===== config.mk =====
export PLATFORM = sky130hd
export DESIGN_NAME = audio_mix_out_adapter
export DESIGN_NICKNAME = d
export VERILOG_FILES = /design/src/rtl/audio_mix_out_adapter.sv
export SDC_FILE = /design/constraint.sdc
export NUM_CORES = 1
export LEC_CHECK = 0
export CAP_MARGIN = 15
export CELL_PAD_IN_SITES_DETAIL_PLACEMENT = 1
export CELL_PAD_IN_SITES_GLOBAL_PLACEMENT = 1
export CORE_MARGIN = 2
export CORE_UTILIZATION = 46
export CTS_CLUSTER_DIAMETER = 30
export DETAILED_ROUTE_END_ITERATION = 10
export PLACE_DENSITY = 0.83
export SETUP_SLACK_MARGIN = 0.4
export SYNTH_ARGS = -nofsm -noshare
export SYNTH_HDL_FRONTEND = slang
export SYNTH_SLANG_ARGS = --single-unit

===== constraint.sdc =====
create_clock -name CLOCK_50 -period 3.85 [get_ports CLOCK_50]
set_input_delay 0.77 -clock CLOCK_50 [delete_from_list [all_inputs] [get_ports CLOCK_50]]
set_output_delay 0.77 -clock CLOCK_50 [all_outputs]
set_load 0.02 [all_outputs]

===== src/rtl/audio_mix_out_adapter.sv =====
// Mixes NUM_VOICES signed samples with saturation and attenuation, queues frames, and feeds Audio_Controller.
// Optional: AUDIO_UNDERRUN_HOLD_EN keeps the write strobe up on underrun, repeating the last sample.
module audio_mix_out_adapter #(
  parameter int NUM_VOICES = 4,
  parameter int SAMPLE_W   = 24,
  parameter int DEPTH      = 8
) (
  input  logic                           CLOCK_50,
  input  logic                           reset,
  input  logic [NUM_VOICES*SAMPLE_W-1:0] voice_data,
  input  logic [NUM_VOICES-1:0]          voice_en,
  input  logic [3:0]                     volume,
  input  logic                           in_valid,
  output logic                           in_ready,
  input  logic                           audio_out_allowed,
  output logic                           write_audio_out,
  output logic [31:0]                    left_channel_audio_out,
  output logic [31:0]                    right_channel_audio_out,
  output logic [$clog2(DEPTH):0]         fifo_level,
  output logic                           sat_flag,
  output logic                           underrun
);
  localparam int SUM_W = SAMPLE_W + $clog2(NUM_VOICES) + 1;
  localparam int AW    = $clog2(DEPTH);
  localparam int LW    = AW + 1;
  localparam logic signed [SUM_W-1:0] SAT_MAX = {{(SUM_W-SAMPLE_W+1){1'b0}}, {(SAMPLE_W-1){1'b1}}};
  localparam logic signed [SUM_W-1:0] SAT_MIN = {{(SUM_W-SAMPLE_W+1){1'b1}}, {(SAMPLE_W-1){1'b0}}};

  logic [NUM_VOICES-1:0][SUM_W-1:0] w_lane;
  logic [SUM_W-1:0]                 w_sum;
  logic signed [SUM_W-1:0]          w_shift;
  logic                             w_hi, w_lo;
  logic [SAMPLE_W-1:0]              w_sat_val;
  logic                             w_accept, w_push, w_pop, w_empty;
  logic [LW:0]                      w_occ;
  logic [SAMPLE_W-1:0]              w_head;
  logic [31:0]                      w_word;

  logic [1:0]                       r_vld_pipe;  // [0] = stage 1, [1] = stage 2
  logic signed [SUM_W-1:0]          r_s1_sum;
  logic [3:0]                       r_s1_vol;
  logic [SAMPLE_W-1:0]              r_s2_data;
  logic [SAMPLE_W-1:0]              r_mem [DEPTH];
  logic [AW-1:0]                    r_wr_ptr, r_rd_ptr;
  logic [LW-1:0]                    r_level;
  logic [SAMPLE_W-1:0]              r_last;
  logic                             r_sat, r_underrun;

  // Per-lane enable mask and sign extension to the full sum width
  for (genvar g = 0; g < NUM_VOICES; g++) begin : g_lane
    assign w_lane[g] = voice_en[g]
      ? {{(SUM_W-SAMPLE_W){voice_data[g*SAMPLE_W+SAMPLE_W-1]}}, voice_data[g*SAMPLE_W +: SAMPLE_W]}
      : '0;
  end

  always_comb begin
    w_sum = '0;
    for (int i = 0; i < NUM_VOICES; i++) w_sum = w_sum + w_lane[i];
  end

  assign w_shift   = r_s1_sum >>> r_s1_vol;
  assign w_hi      = w_shift > SAT_MAX;
  assign w_lo      = w_shift < SAT_MIN;
  assign w_sat_val = w_hi ? {1'b0, {(SAMPLE_W-1){1'b1}}} :
                     w_lo ? {1'b1, {(SAMPLE_W-1){1'b0}}} : w_shift[SAMPLE_W-1:0];

  // Occupancy counts frames still in the pipeline so a push never meets a full FIFO
  assign w_occ    = {1'b0, r_level} + (LW+1)'(r_vld_pipe[0]) + (LW+1)'(r_vld_pipe[1]);
  assign in_ready = !reset && (w_occ < (LW+1)'(DEPTH));
  assign w_accept = in_valid && in_ready;
  assign w_empty  = (r_level == '0);
  assign w_push   = r_vld_pipe[1];
  assign w_pop    = audio_out_allowed && !w_empty;

`ifdef AUDIO_UNDERRUN_HOLD_EN
  assign write_audio_out = audio_out_allowed && !reset;
`else
  assign write_audio_out = w_pop;
`endif

  always_ff @(posedge CLOCK_50 or posedge reset) begin
    if (reset) begin
      r_vld_pipe <= '0;
      r_s1_sum   <= '0;
      r_s1_vol   <= '0;
      r_s2_data  <= '0;
      r_sat      <= 1'b0;
    end else begin
      r_vld_pipe <= {r_vld_pipe[0], w_accept};
      if (w_accept) begin
        r_s1_sum <= w_sum;
        r_s1_vol <= volume;
      end
      if (r_vld_pipe[0]) begin
        r_s2_data <= w_sat_val;
        if (w_hi || w_lo) r_sat <= 1'b1;
      end
    end
  end

  always_ff @(posedge CLOCK_50) begin
    if (w_push) r_mem[r_wr_ptr] <= r_s2_data;
  end

  always_ff @(posedge CLOCK_50 or posedge reset) begin
    if (reset) begin
      r_wr_ptr   <= '0;
      r_rd_ptr   <= '0;
      r_level    <= '0;
      r_last     <= '0;
      r_underrun <= 1'b0;
    end else begin
      if (w_push) r_wr_ptr <= r_wr_ptr + AW'(1);
      if (w_pop) begin
        r_rd_ptr <= r_rd_ptr + AW'(1);
        r_last   <= r_mem[r_rd_ptr];
      end
      case ({w_push, w_pop})
        2'b10:   r_level <= r_level + LW'(1);
        2'b01:   r_level <= r_level - LW'(1);
        default: r_level <= r_level;
      endcase
      if (audio_out_allowed && w_empty) r_underrun <= 1'b1;
    end
  end

  // Show-ahead head; once drained the last popped sample stays on the bus
  assign w_head = w_empty ? r_last : r_mem[r_rd_ptr];
  assign w_word = 32'(w_head) << (32 - SAMPLE_W);

  assign left_channel_audio_out  = w_word;
  assign right_channel_audio_out = w_word;
  assign fifo_level              = r_level;
  assign sat_flag                = r_sat;
  assign underrun                = r_underrun;
endmodule


# Word level (Yosys, flattened, before mapping)
# Memory sizes are Yosys's and may differ from the RTL's.
# Cells that the tools add are included.
# W data, S select, Z words.
totals:
  ramBits: 192
  mem_count: 1
  reg_bits: 93
mem_list:
  columns: ["memory", "words", "width", "rd", "rd_clocked_by_memory_dff", "wr", "line", "rtl"]
  rows:
  - ["r_mem", 8, 24, 1, 0, 1, "43", "logic [SAMPLE_W-1:0] r_mem [DEPTH];"]
classes:
  add_sub_neg: 9
  mux: 10
  reduce_logical: 10
  order_cmp: 3
  eq_ne: 2
  shifts: 1
op_table:
  columns: ["cell", "count"]
  rows:
  - ["$mux W27", 4]
  - ["$add A27 B27 Y27", 3]
  - ["$mux W24", 3]
  - ["$gt A27 B24 Y1 const B", 1]
  - ["$lt A27 B24 Y1 const B", 1]
  - ["$sshr A27 B4 Y27", 1]
  - ["$pmux W4 S2", 1]
  - ["$add A3 B1 Y3 const B", 2]
  - ["$add A4 B1 Y5", 1]
  - ["$add A5 B1 Y5", 1]
  - ["$lt A5 B4 Y1 const B", 1]
  - ["$add A4 B1 Y4 const B", 1]
  - ["$logic_and A1 B1 Y1", 4]
  - ["$logic_not A4 Y1", 1]
  - ["$sub A4 B1 Y4 const B", 1]
  - ["$eq A2 B1 Y1 const B", 1]
  - ["$eq A2 B2 Y1 const B", 1]
  - ["$logic_not A1 Y1", 2]
  - ["$mux W1", 2]
  - ["$reduce_and A2 Y1", 1]
  - ["$reduce_bool A2 Y1", 1]
  - ["$logic_or A1 B1 Y1", 1]

# Longest topological paths before layout
depth:
  ltp_word: 5
  ltp_mapped: 15
  depth_no_buf: 14

# Worst setup path after synthesis
# OpenSTA, ideal clock, no wires.
synth_path:
  kind: "in2reg"
  from: "input port voice_en[0]"
  to: "register r_s1_sum[19]"
  setup_time_ns: 0.069
  arrival_time_ns: 4.058
  cell_stages: 14
  setup_slack_ns: -0.277
  path_cell_list: "clkbuf_1 -> and2_1 -> fa_1 -> fa_1 -> ha_1 -> inv_1 -> fa_1 -> nor2b_1 -> o31a_1 -> o21ai_2 -> a21bo_2 -> o21a_1 -> or4_1 -> nand3_1"
synth_via:
  elab_chain_cells: 4
synth_lines:
  columns: ["element", "line", "rtl"]
  rows:
  - ["start: declaration", "11", "input logic [NUM_VOICES-1:0] voice_en,"]
  - ["$mux W27", "52", "? {{(SUM_W-SAMPLE_W){voice_data[g*SAMPLE_W+SAMPLE_W-1]}}, voice_data[g*SAMPLE_W +: SAMPLE_W]}"]
  - ["$add A27 B27 Y27 (3 in series)", "58", "for (int i = 0; i < NUM_VOICES; i++) w_sum = w_sum + w_lane[i];"]
  - ["end signal: assignment", "91", "r_s1_sum <= w_sum;"]
  - ["end: declaration", "40", "logic signed [SUM_W-1:0] r_s1_sum;"]
# Every way passes these cells.
# A chain may end at the register's enable or synchronous reset.

# Final worst setup path
layout_path:
  from: "input port voice_data[9]"
  to: "register r_s1_sum[19]"
layout_via:
  elab_chain_cells: 4
layout_lines:
  columns: ["element", "line", "rtl"]
  rows:
  - ["start: declaration", "10", "input logic [NUM_VOICES*SAMPLE_W-1:0] voice_data,"]
  - ["$mux W27", "52", null]
  - ["$add A27 B27 Y27 (3 in series)", "58", null]
# Every way passes these cells.

==> metrics.cfg <==
[sta]
maxSlewViolCount = 0
setup_total_negative_slack_ps = 0
slew_headroom = 0.364
final.setup_skew_ps = 25.7
setup_violations = 0
post-route-period-util = 0.976
grt_setup_unrepaired = yes
finalCriticalPeriod_ps = 3760
timing_worst_slew_pin_value_ps = 951
final-hold-violation-count = 0
achievable-frequency_ghz = 0.266

[power_and_ir_drop]
power_frac_clock = 0.228
pwr_density_cell_nw_per_um2 = 774
cell_internal_pwr_mw = 9.49
ir_worst_vdd_mv = 0.646
power.share.switching = 0.399
total_power_mw = 15.8
cellLeakagePower_nw = 8.23
combinationalPowerShare = 0.461
share_seq_of_total_power = 0.311
total_switching_power_mw = 6.29

[critical_path]
timing.critical_path.slowest_cell_delay_ps = 540
cp.arrival_ps = 4220
path_common_cell = fa_1
crit_chain = clkdlybuf4s50_1 -> and2_4 -> fa_1 -> inv_1 -> fa_1 -> inv_2 -> ha_4 -> nand2_2 -> a211oi_2 -> o21ai_2 -> a21bo_4 -> o21a_1 -> or4_1 -> nand3_1
critical_path.startpoint_type = input pin
path_class = in -> reg
critPathSlowestCell = fa_1
worst-endpoint-required_ps = 4310
critical_path_peak_fanout = 4
cp-end-kind = flop

[synth]
synth_enable_flop_cells = 192
synth.ff_latch_count = 285
post_synth_num_cell_types = 64
synth-main-ff-cell = edfxtp_1
synth_cells = 1257
ys_top_cells_by_area = edfxtp_1 (37%), dfrtp_1 (15%), mux4_2 (9.7%), fa_1 (6.4%), nand2_1 (3.5%)
netlist_area_um2 = 15600
yosysTopAreaCell = edfxtp_1
synth-seq-area-share = 0.520
synth_warnings = 0
postSynthAreaPerCell_um2 = 12.4
synth_top_area_frac = 0.371
ys_async_sr_fraction = 0.326

[routing]
firstDrtPassIters = 5
detailroute.via_count = 10900
antenna_viol_nets_final = 0
wl_per_cell_um = 21.3
post_route_drc = 0
drt-vias-per-instance = 5.49
wire_length_reported_by_the_detailed_router_um = 42200
iter_0_drt_violations = 589

[finish]
mostFrequentLayoutCell = edfxtp_1
final_nets = 1685
mostFrequentLayoutCells = edfxtp_1 (192), nand2_1 (138), buf_4 (96)
drive_gt1_frac = 0.276
synthToLayoutAreaGrowth_pct = 31.0
insertedDiodeCount = 0

[global_routing]
grt_start_max_net_pins = 53
initial_antenna_violation_count = 0
grt_pass1_vias = 11900
grt_pass1_wl_um = 63200
grtUsageTotal = 0.226
global_route.overflow_total = 0

[floorplanning]
floorplan.die.width_um = 188
floorplan.die_area_um2 = 35300
die_h_um = 188
initial_core_util = 0.465
floorplan.rows = 67
placeableCoreArea_um2 = 33400
design.portCount = 180

[cts]
worstSkewPairLatency_ps = 540
cts.reportedPaths.clkPinSlew_ps = 60
number_of_clock_buffers_inserted_by_tritoncts = 41
h-tree-depth = 2
tritoncts = yes
cts_root_buf = clkbuf_16
cts.path.max_buffers = 3
clock_sinks = 285

[placed_design]
place.port_buffers = 163
post-dp-hpwl_um = 26100
gp_congestion = 0.819

[outcome]
outcome = finished clean

[worst_hold_path]
min-delay-path-class = reg -> reg

[flow_run]
max-cap-violations = 0

power groups by stage:
stage	sequential (mW)	combinational, mW	clock [mW]
3_3_place_gp	4.81	6.75	0
3_5_place_dp	4.93	7.02	0
5_1_grt	5.01	7.87	3.76
6_report	4.91	7.27	3.60
2_1_floorplan	4.67	4.90	0
4_1_cts	4.90	7.08	3.64
synth_stat cells (13+ instances only):
master      n
o211ai_1   16
fa_1       50
dfrtp_1    93
a21oi_1    62
a31oi_1    14
nand2_1   143
mux4_2     67
nand3_1    13
inv_1      85
ha_1       32
o21ai_0    67
buf_4      42
mux2i_1    41
clkbuf_1   38
edfxtp_1  192
and2_1     72
nor2_1     72
o21a_1     15
sequential cells by signal, summed over array words and instances, names as in the netlist:
| signal | cells |
|---|---|
| fifo_level | 4 |
| underrun | 1 |
| r_mem | 192 |
| r_s1_vol | 4 |
| r_rd_ptr | 3 |
| r_vld_pipe | 2 |
| r_s1_sum | 27 |
| r_last | 24 |
| sat_flag | 1 |
| r_s2_data | 24 |
| r_wr_ptr | 3 |
per-layer routing:
layer,vias up,part of all wire,track usage
met4,0,0.029,0.0803
met3,83,0.045,0.0268
li1,4921,-,-
met5,-,0,0
met1,5500,0.38,0.272
met2,351,0.54,0.418
metrics by stage:
step	cells	cell area, um^2	utilization	worst slack (ps)	hold WS [ps]
floorplan	1272	15800	-	-138	408
global placement	1875	18200	0.544	-821	455
detailed placement	1875	18200	0.544	-963	469
CTS	1963	19900	0.594	195	484
global route	1976	20400	0.609	-13.6	506
finish	1976	20400	0.609	90.9	476
logic make-up after synthesis:
family / count (synthesis) / synth area share
AO/OA/AOI/OAI: 223 / 0.0887
XOR/XNOR: 21 / 0.0118
adder cells (fa/ha/maj): 82 / 0.0901
buffers and inverters: 192 / 0.0586
flip-flops: 285 / 0.520
multiplexers: 117 / 0.130
other: 1 / 0.000241
AND/OR/NAND/NOR: 336 / 0.100
critical path, delay by kind of cell:
| kind | cells | cell delay, ps |
|---|---|---|
| fa+ha+maj | 3 | 1320 |
| compound gates | 4 | 840 |
| simple gates | 4 | 750 |
| buf+inv | 3 | 530 |
worst paths after layout:
kind	start	to	slack [ps]	cells past startpoint
max	voice_data[9]	r_s1_sum[19]	90	14
min	sat_flag	sat_flag	480	1
max reg2reg	fifo_level[0]	fifo_level[3]	820	11
min reg2reg	sat_flag	sat_flag	480	1
max in group asynchronous	reset	r_s2_data[7]	2390	3
min in group asynchronous	reset	r_wr_ptr[1]	740	2
final cells by class:
| type | instances | area (um^2) |
|---|---|---|
| Fill cell | 3233 | 13100 |
| Timing Repair Buffer | 284 | 2750 |
| Clock buffer | 44 | 1050 |
| Inverter | 88 | 333 |
| Clock inverter | 32 | 294 |
| Tap cell | 448 | 561 |
| Multi-Input combinational cell | 795 | 7290 |
| Sequential cell | 285 | 8090 |
what timing repair did:
action                                  4_1_cts  5_1_grt
cloned                                        2        1
setup buffers                                10       12
endpoints found under the setup margin       70       24
pin swaps                                    58       89
hold buffers                                  0        0
gates resized for setup                     155      108
Power figures use the tool's default switching activity.
